$ cat config.mk
export PLATFORM = sky130hd
export DESIGN_NAME = note_sequencer
export DESIGN_NICKNAME = d
export VERILOG_FILES = /design/src/rtl/note_sequencer.sv
export SDC_FILE = /design/constraint.sdc
export NUM_CORES = 1
export LEC_CHECK = 0
export CORE_UTILIZATION = 48
export DETAILED_ROUTE_END_ITERATION = 16
export GPL_ROUTABILITY_DRIVEN = 0
export GPL_TIMING_DRIVEN = 1
export PLACE_DENSITY = 0.86
export SLEW_MARGIN = 20
export SYNTH_ARGS = -nofsm -noshare
export SYNTH_HDL_FRONTEND = slang
export SYNTH_SLANG_ARGS = --single-unit
$ cat constraint.sdc
create_clock -name clk -period 2.3 [get_ports clk]
set_clock_uncertainty 0.05 [all_clocks]
set_input_delay 0.46 -clock clk [delete_from_list [all_inputs] [get_ports clk]]
set_output_delay 0.46 -clock clk [all_outputs]
set_load 0.01 [all_outputs]
$ cat src/rtl/note_sequencer.sv
`default_nettype none
// ============================================================================
// Module      : note_sequencer
// Description : Walks a song ROM one entry at a time and presents each note
//               (duration code + pitch code) to a downstream duration FSM and
//               tone generator. Handles play edge detection, stop abort,
//               looping and end-of-song detection (marker codes or address
//               exhaustion).
// Revision    : 1.0 - initial release
// ============================================================================
module note_sequencer #(
    parameter int          ADDR_W     = 8,
    parameter int unsigned START_ADDR = 0
) (
    input  logic              clk,
    input  logic              clr,
    input  logic              play,
    input  logic              stop,
    input  logic              loop,
    input  logic              nextNote,
    output logic              rom_en,
    output logic [ADDR_W-1:0] rom_addr,
    input  logic [9:0]        rom_data,
    output logic [2:0]        duration,
    output logic [6:0]        pitch,
    output logic              rest,
    output logic              busy,
    output logic              song_done
);

    localparam logic [ADDR_W-1:0] START = ADDR_W'(START_ADDR);

    typedef enum logic [1:0] {
        S_IDLE = 2'd0,
        S_READ = 2'd1,
        S_WAIT = 2'd2,
        S_PLAY = 2'd3
    } state_t;

    state_t            state;
    logic [ADDR_W-1:0] addr;
    logic [9:0]        note;
    logic              prev_play;
    // Set once play has been seen low since reset, so that a play level held
    // high through a reset is not mistaken for a fresh rising edge.
    logic              seen_low;

    logic [2:0]        code_in;
    logic              code_valid;

    assign code_in    = rom_data[9:7];
    assign code_valid = (code_in >= 3'd1) && (code_in <= 3'd5);

    // Main sequencer: state, address, captured note and the song_done pulse.
    always_ff @(posedge clk) begin
        if (clr) begin
            state     <= S_IDLE;
            addr      <= START;
            note      <= '0;
            prev_play <= 1'b0;
            seen_low  <= 1'b0;
            song_done <= 1'b0;
        end else begin
            prev_play <= play;
            if (!play) begin
                seen_low <= 1'b1;
            end
            song_done <= 1'b0;

            if (stop) begin
                state <= S_IDLE;
                addr  <= START;
            end else begin
                case (state)
                    S_IDLE: begin
                        if (play && !prev_play && seen_low) begin
                            state <= S_READ;
                            addr  <= START;
                        end
                    end
                    S_READ: begin
                        state <= S_WAIT;
                    end
                    S_WAIT: begin
                        note <= rom_data;
                        if (code_valid) begin
                            state <= S_PLAY;
                        end else if (loop) begin
                            state <= S_READ;
                            addr  <= START;
                        end else begin
                            state     <= S_IDLE;
                            addr      <= START;
                            song_done <= 1'b1;
                        end
                    end
                    S_PLAY: begin
                        if (nextNote) begin
                            if (&addr) begin
                                // Last addressable entry consumed: end of song.
                                if (loop) begin
                                    state <= S_READ;
                                    addr  <= START;
                                end else begin
                                    state     <= S_IDLE;
                                    addr      <= START;
                                    song_done <= 1'b1;
                                end
                            end else begin
                                state <= S_READ;
                                addr  <= addr + 1'b1;
                            end
                        end
                    end
                    default: begin
                        state <= S_IDLE;
                        addr  <= START;
                    end
                endcase
            end
        end
    end

    // Outputs decoded purely from registered state and the captured note.
    always_comb begin
        rom_en   = (state == S_READ);
        rom_addr = addr;
        busy     = (state != S_IDLE);
        duration = 3'd0;
        pitch    = 7'd0;
        rest     = 1'b0;
        if (state == S_PLAY) begin
            duration = note[9:7];
            pitch    = note[6:0];
            rest     = (note[6:0] == 7'd0);
        end
    end

endmodule
`default_nettype wire
Word-level counts from Yosys, hierarchy flattened
Cells that the tools add are included.
{ "totals": {"inputBits": 16, "word_cells": 48, "regBits": 23, "output_inout_bits": 22} }
{ "classes": {"muxes": 19, "order_cmp": 2, "n_eq_ne": 6, "reduce_logical": 13, "addsub": 1, "bitwise_logic": 1} }
{ "op_table": {"columns": ["op", "n"], "rows": [
  ["$mux W8", 4],
  ["$pmux W8 S3", 1],
  ["$add A8 B1 Y8 const B", 1],
  ["$mux W2", 4],
  ["$pmux W2 S4", 1],
  ["$reduce_and A8 Y1", 1],
  ["$logic_not A7 Y1", 1],
  ["$mux W7", 1],
  ["$mux W1", 6],
  ["$ne A2 B2 Y1 const B", 3],
  ["$eq A2 B2 Y1 const B", 2],
  ["$reduce_and A2 Y1", 2],
  ["$reduce_and A4 Y1", 1],
  ["$ge A3 B1 Y1 const B", 1],
  ["$le A3 B3 Y1 const B", 1],
  ["$logic_and A1 B1 Y1", 3],
  ["$mux W3", 1],
  ["$reduce_bool A3 Y1", 1],
  ["$eq A2 B1 Y1 const B", 1],
  ["$logic_not A2 Y1", 1],
  ["$pmux W1 S2", 1],
  ["$reduce_bool A2 Y1", 1],
  ["$reduce_or A2 Y1", 1],
  ["$logic_not A1 Y1", 1],
  ["$not A1 Y1", 1]
]} }

Longest topological paths before layout
Gate-level depths: netlist of the first run.
{ "logic_depth": {"word_depth": 5, "mapped_depth": 7, "depth_no_buf": 5} }

Least setup slack after synthesis of the first run
No wires, ideal clock.
{ "synth_timing": {"kind": "input to register", "from": "input port play", "to": "register addr[1], in the netlist rom_addr[1]", "t_arrival_ps": 1498, "setup_slack_ps": 682, "n_path_buf": 1, "required_time_ps": 2180, "cell_stages": 5, "setup_ps": 70, "path_cell_list": "nand2b_1 -> o311a_1 -> buf_6 -> or4b_1 -> a21oi_1"} }
{ "synth_between": {"elab_chain_cells": 4} }
{ "synth_lines": {"columns": ["element", "line_no", "text"], "rows": [
  ["start: declaration", "17", "input logic play,"],
  ["$logic_and A1 B1 Y1 (2 in series)", "76", "if (play && !prev_play && seen_low) begin"],
  ["$ne A2 B2 Y1 (no line)", null, null],
  ["$reduce_and A4 Y1 (no line)", null, null],
  ["end signal: assignment", "111", "addr <= addr + 1'b1;"],
  ["end: declaration", "41", "logic [ADDR_W-1:0] addr;"]
]} }
No other way between the ends.
A chain may end at the register's enable or synchronous reset.

Worst setup path in the final report of the first run
{ "layout_timing": {"from": "register state[0]", "to": "output port pitch[0]"} }
{ "layout_between": {"elab_chain_cells": 2} }
{ "layout_lines": {"columns": ["element", "line_no", "text"], "rows": [
  ["start: declaration", "40", "state_t state;"],
  ["start signal: assignment", "57", "state <= S_IDLE;"],
  ["start signal: assignment", "71", "state <= S_IDLE;"],
  ["start signal: assignment", "77", "state <= S_READ;"],
  ["$eq A2 B2 Y1", "132", "if (state == S_PLAY) begin"],
  ["$mux W7", "132", null],
  ["end: declaration", "25", "output logic [6:0] pitch,"]
]} }
No other way between the ends.

==> results.toml, run 1 <==
[run_status]
outcome = "complete, no violations"

[synth]
syn_avg_cell_area_sq_um = 7.973
async_reset_ff_share_pct = 0
syn_area_sq_mm = 0.001156
ys_seq_area_share_pct = 39.83
yosysTopAreaCell = "dfxtp_1"
yosysMostFrequentCell = "dfxtp_1"
synth_top_area_share_pct = 39.83
synth_cell_type_count = 33
synth_edf_count = 0
ys_seq_elements = 23
synthCells = 145
synth_area_leaders = "dfxtp_1 (40%), a21oi_1 (7.8%), o21ai_0 (6.9%), and3_1 (6.5%), nand2_1 (5.5%)"
synthTopCellsByCount = "dfxtp_1 (23), a21oi_1 (18), nand2_1 (17), o21ai_0 (16), and3_1 (12)"
ys_warn_count = 0
synthFlopType = "dfxtp_1"
syn_nets = 162

[die]
start_util_pct = 51.76
die_y_microns = 51.08
die_w_microns = 51.08
io_pins = 38
dieArea_sq_mm = 0.002609
coreArea_sq_mm = 0.002233
rows = 17

[place]
dp_hpwl_mm = 2.289
pre_cts_ws_ns = 0.1921
io_buffers = 37

[timing]
fin_tns_setup_ns = 0
slew_headroom_pct = 72.63
rsz0062_at_grt = "no"
slew_viol_final = 0
post-route-period-util_pct = 95.50
setup_slack_ns = 0.1035
finalSetupViolations = 0
max_freq_ghz = 0.4553
finalHoldViolCount = 0
min_period_ns = 2.196
worstMarginPinSlew_ns = 0.4101

[setup_path]
r2r_setup_slack_ns = 0.49
crit_required_ns = 1.79
crit_path_end_kind = "primary output"
worstPathArrival_ns = 1.69
worstSetupPathType = "reg -> out"
start_kind = "register"
cp_max_fo = 15

[global_routing]
grt.total_usage_pct = 26.02
first_global_vias = 1126
grt_pass1_wl_mm = 5.071
grt_overflow = 0
grt_max_degree = 16
antenna_found_initial = 0

[finish]
drive_gt1_share_pct = 11.96
areaGrowthSynthToFinish_pct = 37.88
antenna_cells = 0
regArea_sq_um = 461.7
nets = 202
multi_input_area_sq_um = 636.9
n_fill_cell = 184

[clocking]
cts_max_level = 1
clk_pin_slew_ns = 0.13
cts_hold_buf = 0
cts_max_path_buffers = 2
root_buffer = "clkbuf_4"
clk_latency_ns = 0.31
cts_tree = "built"
clock_sinks = 23
cts_buffers = 3

[route]
drc = 0
firstDrtPassIters = 4
route.vias.total = 1255
drtIter0Drc = 50
viasPerCell = 5.920
totalWireLength_mm = 3.101
detail-route-antenna-nets = 0
wire_per_inst_microns = 14.63

[hold_path]
min_path_type = "reg -> reg"

[power_and_ir_drop]
total_power_uw = 662.5
leakage_uw = 0.0005816
p_per_area_mw_per_mm2 = 415.6
peakVddDrop_mv = 0.4014

[run]
maxCapViolCount = 0
worst max-delay path, cell delays in order (launching register included):
cell	delay, ns
dfxtp_1	0.59
and3_1	0.24
clkdlybuf4s50_1	0.54
registers in the layout (all words and copies together) (netlist names):
name	count
song_done	1
state	2
seen_low	1
rom_addr	8
prev_play	1
note	10
placed cells by master, fill, tap and decap left out, types with 3 or more instances in the layout:
cell | synthesis | layout
a21oi_1 | 18 | 18
and3_1 | 12 | 12
buf_4 | 0 | 8
clkbuf_4 | 0 | 3
clkdlybuf4s50_1 | 0 | 36
dfxtp_1 | 23 | 22
nand2_1 | 17 | 17
nand3_1 | 5 | 5
nor2_1 | 6 | 6
nor3_1 | 6 | 6
o21ai_0 | 16 | 16
o32ai_1 | 3 | 3
or2_2 | 4 | 4
metrics by stage:
stage,hold WS (ns),util [%],cell area (sq um),cells
2_1_floorplan,0.3823,-,1156,145
3_3_place_gp,0.4011,69.86,1560,208
3_5_place_dp,0.4147,69.86,1560,208
4_1_cts,0.4319,71.32,1593,212
5_1_grt,0.4575,71.37,1594,212
6_report,0.4268,71.37,1594,212
power by group:
group / internal, uW / total [uW] / switching (uW)
Sequential: 402 / 404 / 2.62
Combinational: 37.6 / 66.8 / 29.2
Clock: 65.0 / 191 / 126
worst paths after layout:
check,cells after the start,start,end
max,2,state[0],pitch[0]
min reg2reg,2,seen_low,seen_low
min,2,seen_low,seen_low
max reg2reg,4,state[0],rom_addr[1]
logic make-up after synthesis:
family	after synthesis	share of synthesized area, %
flip-flops	23	39.83
AND/OR/NAND/NOR	63	29.11
AO/OA/AOI/OAI	47	24.35
buffers and inverters	11	5.627
adder cells (fa/ha/maj)	1	1.082
what timing repair did:
item | 4_1_cts | 5_1_grt
buffers inserted | 0 | 0
gates cloned | 0 | 0
gates resized for setup | 2 | 1
endpoints found under the hold margin | 0 | 0
setup endpoints to repair | 1 | 6
pin swaps | 0 | 0
layer usage:
metal | vias to the layer above | global-route usage [%] | wire [microns]
li1 | 605 | - | -
met4 | 0 | 12.04 | 48
met3 | 8 | 4.167 | 201
met5 | - | 0 | 0
met1 | 580 | 35.60 | 1345
met2 | 62 | 39.69 | 1506
cell type report:
class                           count  area share (%)
Sequential cell                    23           28.96
Timing Repair Buffer               45           26.92
Inverter                            1          0.2355
Clock inverter                      1          0.3140
Clock buffer                        3           1.413
Multi-Input combinational cell    111           39.95
Tap cell                           28           2.198
No activity file was read; power rests on OpenSTA's default activity.
==> run 2, diff against run 1 <==
--- a/config.mk
+++ b/config.mk
@@ -5,11 +5,12 @@
 export SDC_FILE = /design/constraint.sdc
 export NUM_CORES = 1
 export LEC_CHECK = 0
-export CORE_UTILIZATION = 48
+export CORE_UTILIZATION = 53
 export DETAILED_ROUTE_END_ITERATION = 16
+export DONT_BUFFER_PORTS = 1
 export GPL_ROUTABILITY_DRIVEN = 0
 export GPL_TIMING_DRIVEN = 1
-export PLACE_DENSITY = 0.86
+export PLACE_DENSITY = 0.71
 export SLEW_MARGIN = 20
 export SYNTH_ARGS = -nofsm -noshare
 export SYNTH_HDL_FRONTEND = slang
==> results.toml, run 2 (same netlist as run 1, synthesis figures left out) <==
[run_status]
outcome = "complete, no violations"

[timing]
slew_headroom_pct = 59.12
slew_viol_final = 0
min_period_ns = 2.092
max_freq_ghz = 0.4780
rsz0062_at_grt = "no"
fin_tns_setup_ns = 0
finalSetupViolations = 0
worstMarginPinSlew_ns = 0.6121
finalHoldViolCount = 0
post-route-period-util_pct = 90.96

[clocking]
cts_max_path_buffers = 2
cts_max_level = 1
cts_tree = "built"
postCtsSetupRepairBufs = 0
clk_pin_slew_ns = 0.13
cts.repair.resized = 0
cts_buffers = 3
root_buffer = "clkbuf_4"
clk_latency_ns = 0.31
cts_hold_buf = 0
clock_sinks = 23

[setup_path]
worstSetupPathType = "reg -> out"
start_kind = "register"
worstPathArrival_ns = 1.58
r2r_setup_slack_ns = 0.37
crit_required_ns = 1.79
regToRegEndpoint = "rom_addr[1]"
r2r_cells = 4
cp_max_fo = 21
regToRegStartpoint = "state[0]"
crit_path_end_kind = "primary output"

[route]
firstDrtPassIters = 4
drc = 0
detail-route-antenna-nets = 0
drtIter0Drc = 38
viasPerCell = 6.254
route.vias.total = 1057
totalWireLength_mm = 2.562
wire_per_inst_microns = 15.16

[die]
start_util_pct = 57.75
die_y_microns = 48.71
io_pins = 38
die_w_microns = 48.71
rows = 16
dieArea_sq_mm = 0.002372
coreArea_sq_mm = 0.002002

[finish]
drive_gt1_share_pct = 9.859
regArea_sq_um = 460.4
n_fill_cell = 194
areaGrowthSynthToFinish_pct = 1.840
final_common_cell = "dfxtp_1"
largest_register_ffs = 10
antenna_cells = 0
final_cell_mix = "dfxtp_1 (23), a21oi_1 (18), nand2_1 (17)"
regMostFlops = "note"
fin_cells = 169
nets = 160
multi_input_area_sq_um = 630.6

[run]
maxCapViolCount = 0

[global_routing]
grt.total_usage_pct = 21.92
grt_max_degree = 22
grt_pass1_wl_mm = 4.091
first_global_vias = 900
antenna_found_initial = 0
grt_overflow = 0

[hold_path]
min_path_type = "in -> reg"
hold_start = "clr"
holdPathStages = 1
worstHoldEndpoint = "seen_low"

[power_and_ir_drop]
p_per_area_mw_per_mm2 = 522.3
leakage_uw = 0.0004143
peakVddDrop_mv = 0.3319

[place]
io_buffers = 0
placedCellCount = 165
dp_hpwl_mm = 1.813
run 2: cell types whose count changed in the layout (fill, tap and decap cells not counted):
cell	previous run	this run
clkdlybuf4s50_1	36	0
clkinv_2	1	0
dlygate4sd2_1	1	0
nor4_1	2	3
nor4_2	1	0
clkbuf_1	0	1
buf_4	8	3
dfxtp_1	22	23
dfxtp_2	1	0
run 2: final cells by class:
type                    instances  area share, %
clock buffers                   4          2.232
inverters                       1         0.3188
multi-input cells             111          53.56
flip-flops and latches         23          39.11
well taps                      27          2.869
repair buffers                  3          1.913
run 2: metal layers:
metal / GRT usage [%] / routed length [microns] / vias up
li1: - / - / 529
met5: 0 / 0 / -
met2: 34.26 / 1154 / 47
met1: 28.79 / 1207 / 479
met3: 5.346 / 175 / 2
met4: 8.824 / 24 / 0
run 2: power by group:
group          switching (uW)  internal [uW]
sequential               2.88            402
combinational            13.1           9.74
clock                     120           67.8
run 2: stage by stage:
| stage | utilization [%] | area [sq um] | power (uW) | hold WS [ns] | setup slack, ns |
|---|---|---|---|---|---|
| 6_report | 58.81 | 1177 | 614.9 | 0.1389 | 0.2080 |
| 5_1_grt | 58.81 | 1177 | 640.6 | 0.1185 | 0.008499 |
| 4_1_cts | 58.81 | 1177 | 618.6 | 0.1364 | 0.2109 |
| 3_5_place_dp | 57.50 | 1151 | 435.9 | 0.3974 | 0.4163 |
| 3_3_place_gp | 57.50 | 1151 | 435.5 | 0.3957 | 0.4732 |
| 2_1_floorplan | - | 1156 | 437.6 | 0.3823 | 0.6818 |
run 2: worst max-delay path by stage:
stage	startpoint	slack, ns	to	cells after the start
after floorplan	play	0.68	rom_addr[1]	5
final	state[0]	0.21	rest	2
after CTS	state[0]	0.21	rest	2
after global placement	state[0]	0.47	rom_addr[1]	4
after global routing	state[0]	0.008	rest	2
after detailed placement	state[0]	0.42	rom_addr[1]	4
run 2: critical path, stage by stage, from the launching register on:
cell and delay, ns:
dfxtp_1 0.68, nand3_1 0.15, nor4_1 0.44
==> run 3, diff against run 2 <==
--- a/config.mk
+++ b/config.mk
@@ -6,6 +6,7 @@
 export NUM_CORES = 1
 export LEC_CHECK = 0
 export CORE_UTILIZATION = 53
+export CTS_CLUSTER_SIZE = 8
 export DETAILED_ROUTE_END_ITERATION = 16
 export DONT_BUFFER_PORTS = 1
 export GPL_ROUTABILITY_DRIVEN = 0
==> results of run 3 <==
Final layout, timing and power as in run 2 (identical DEF).
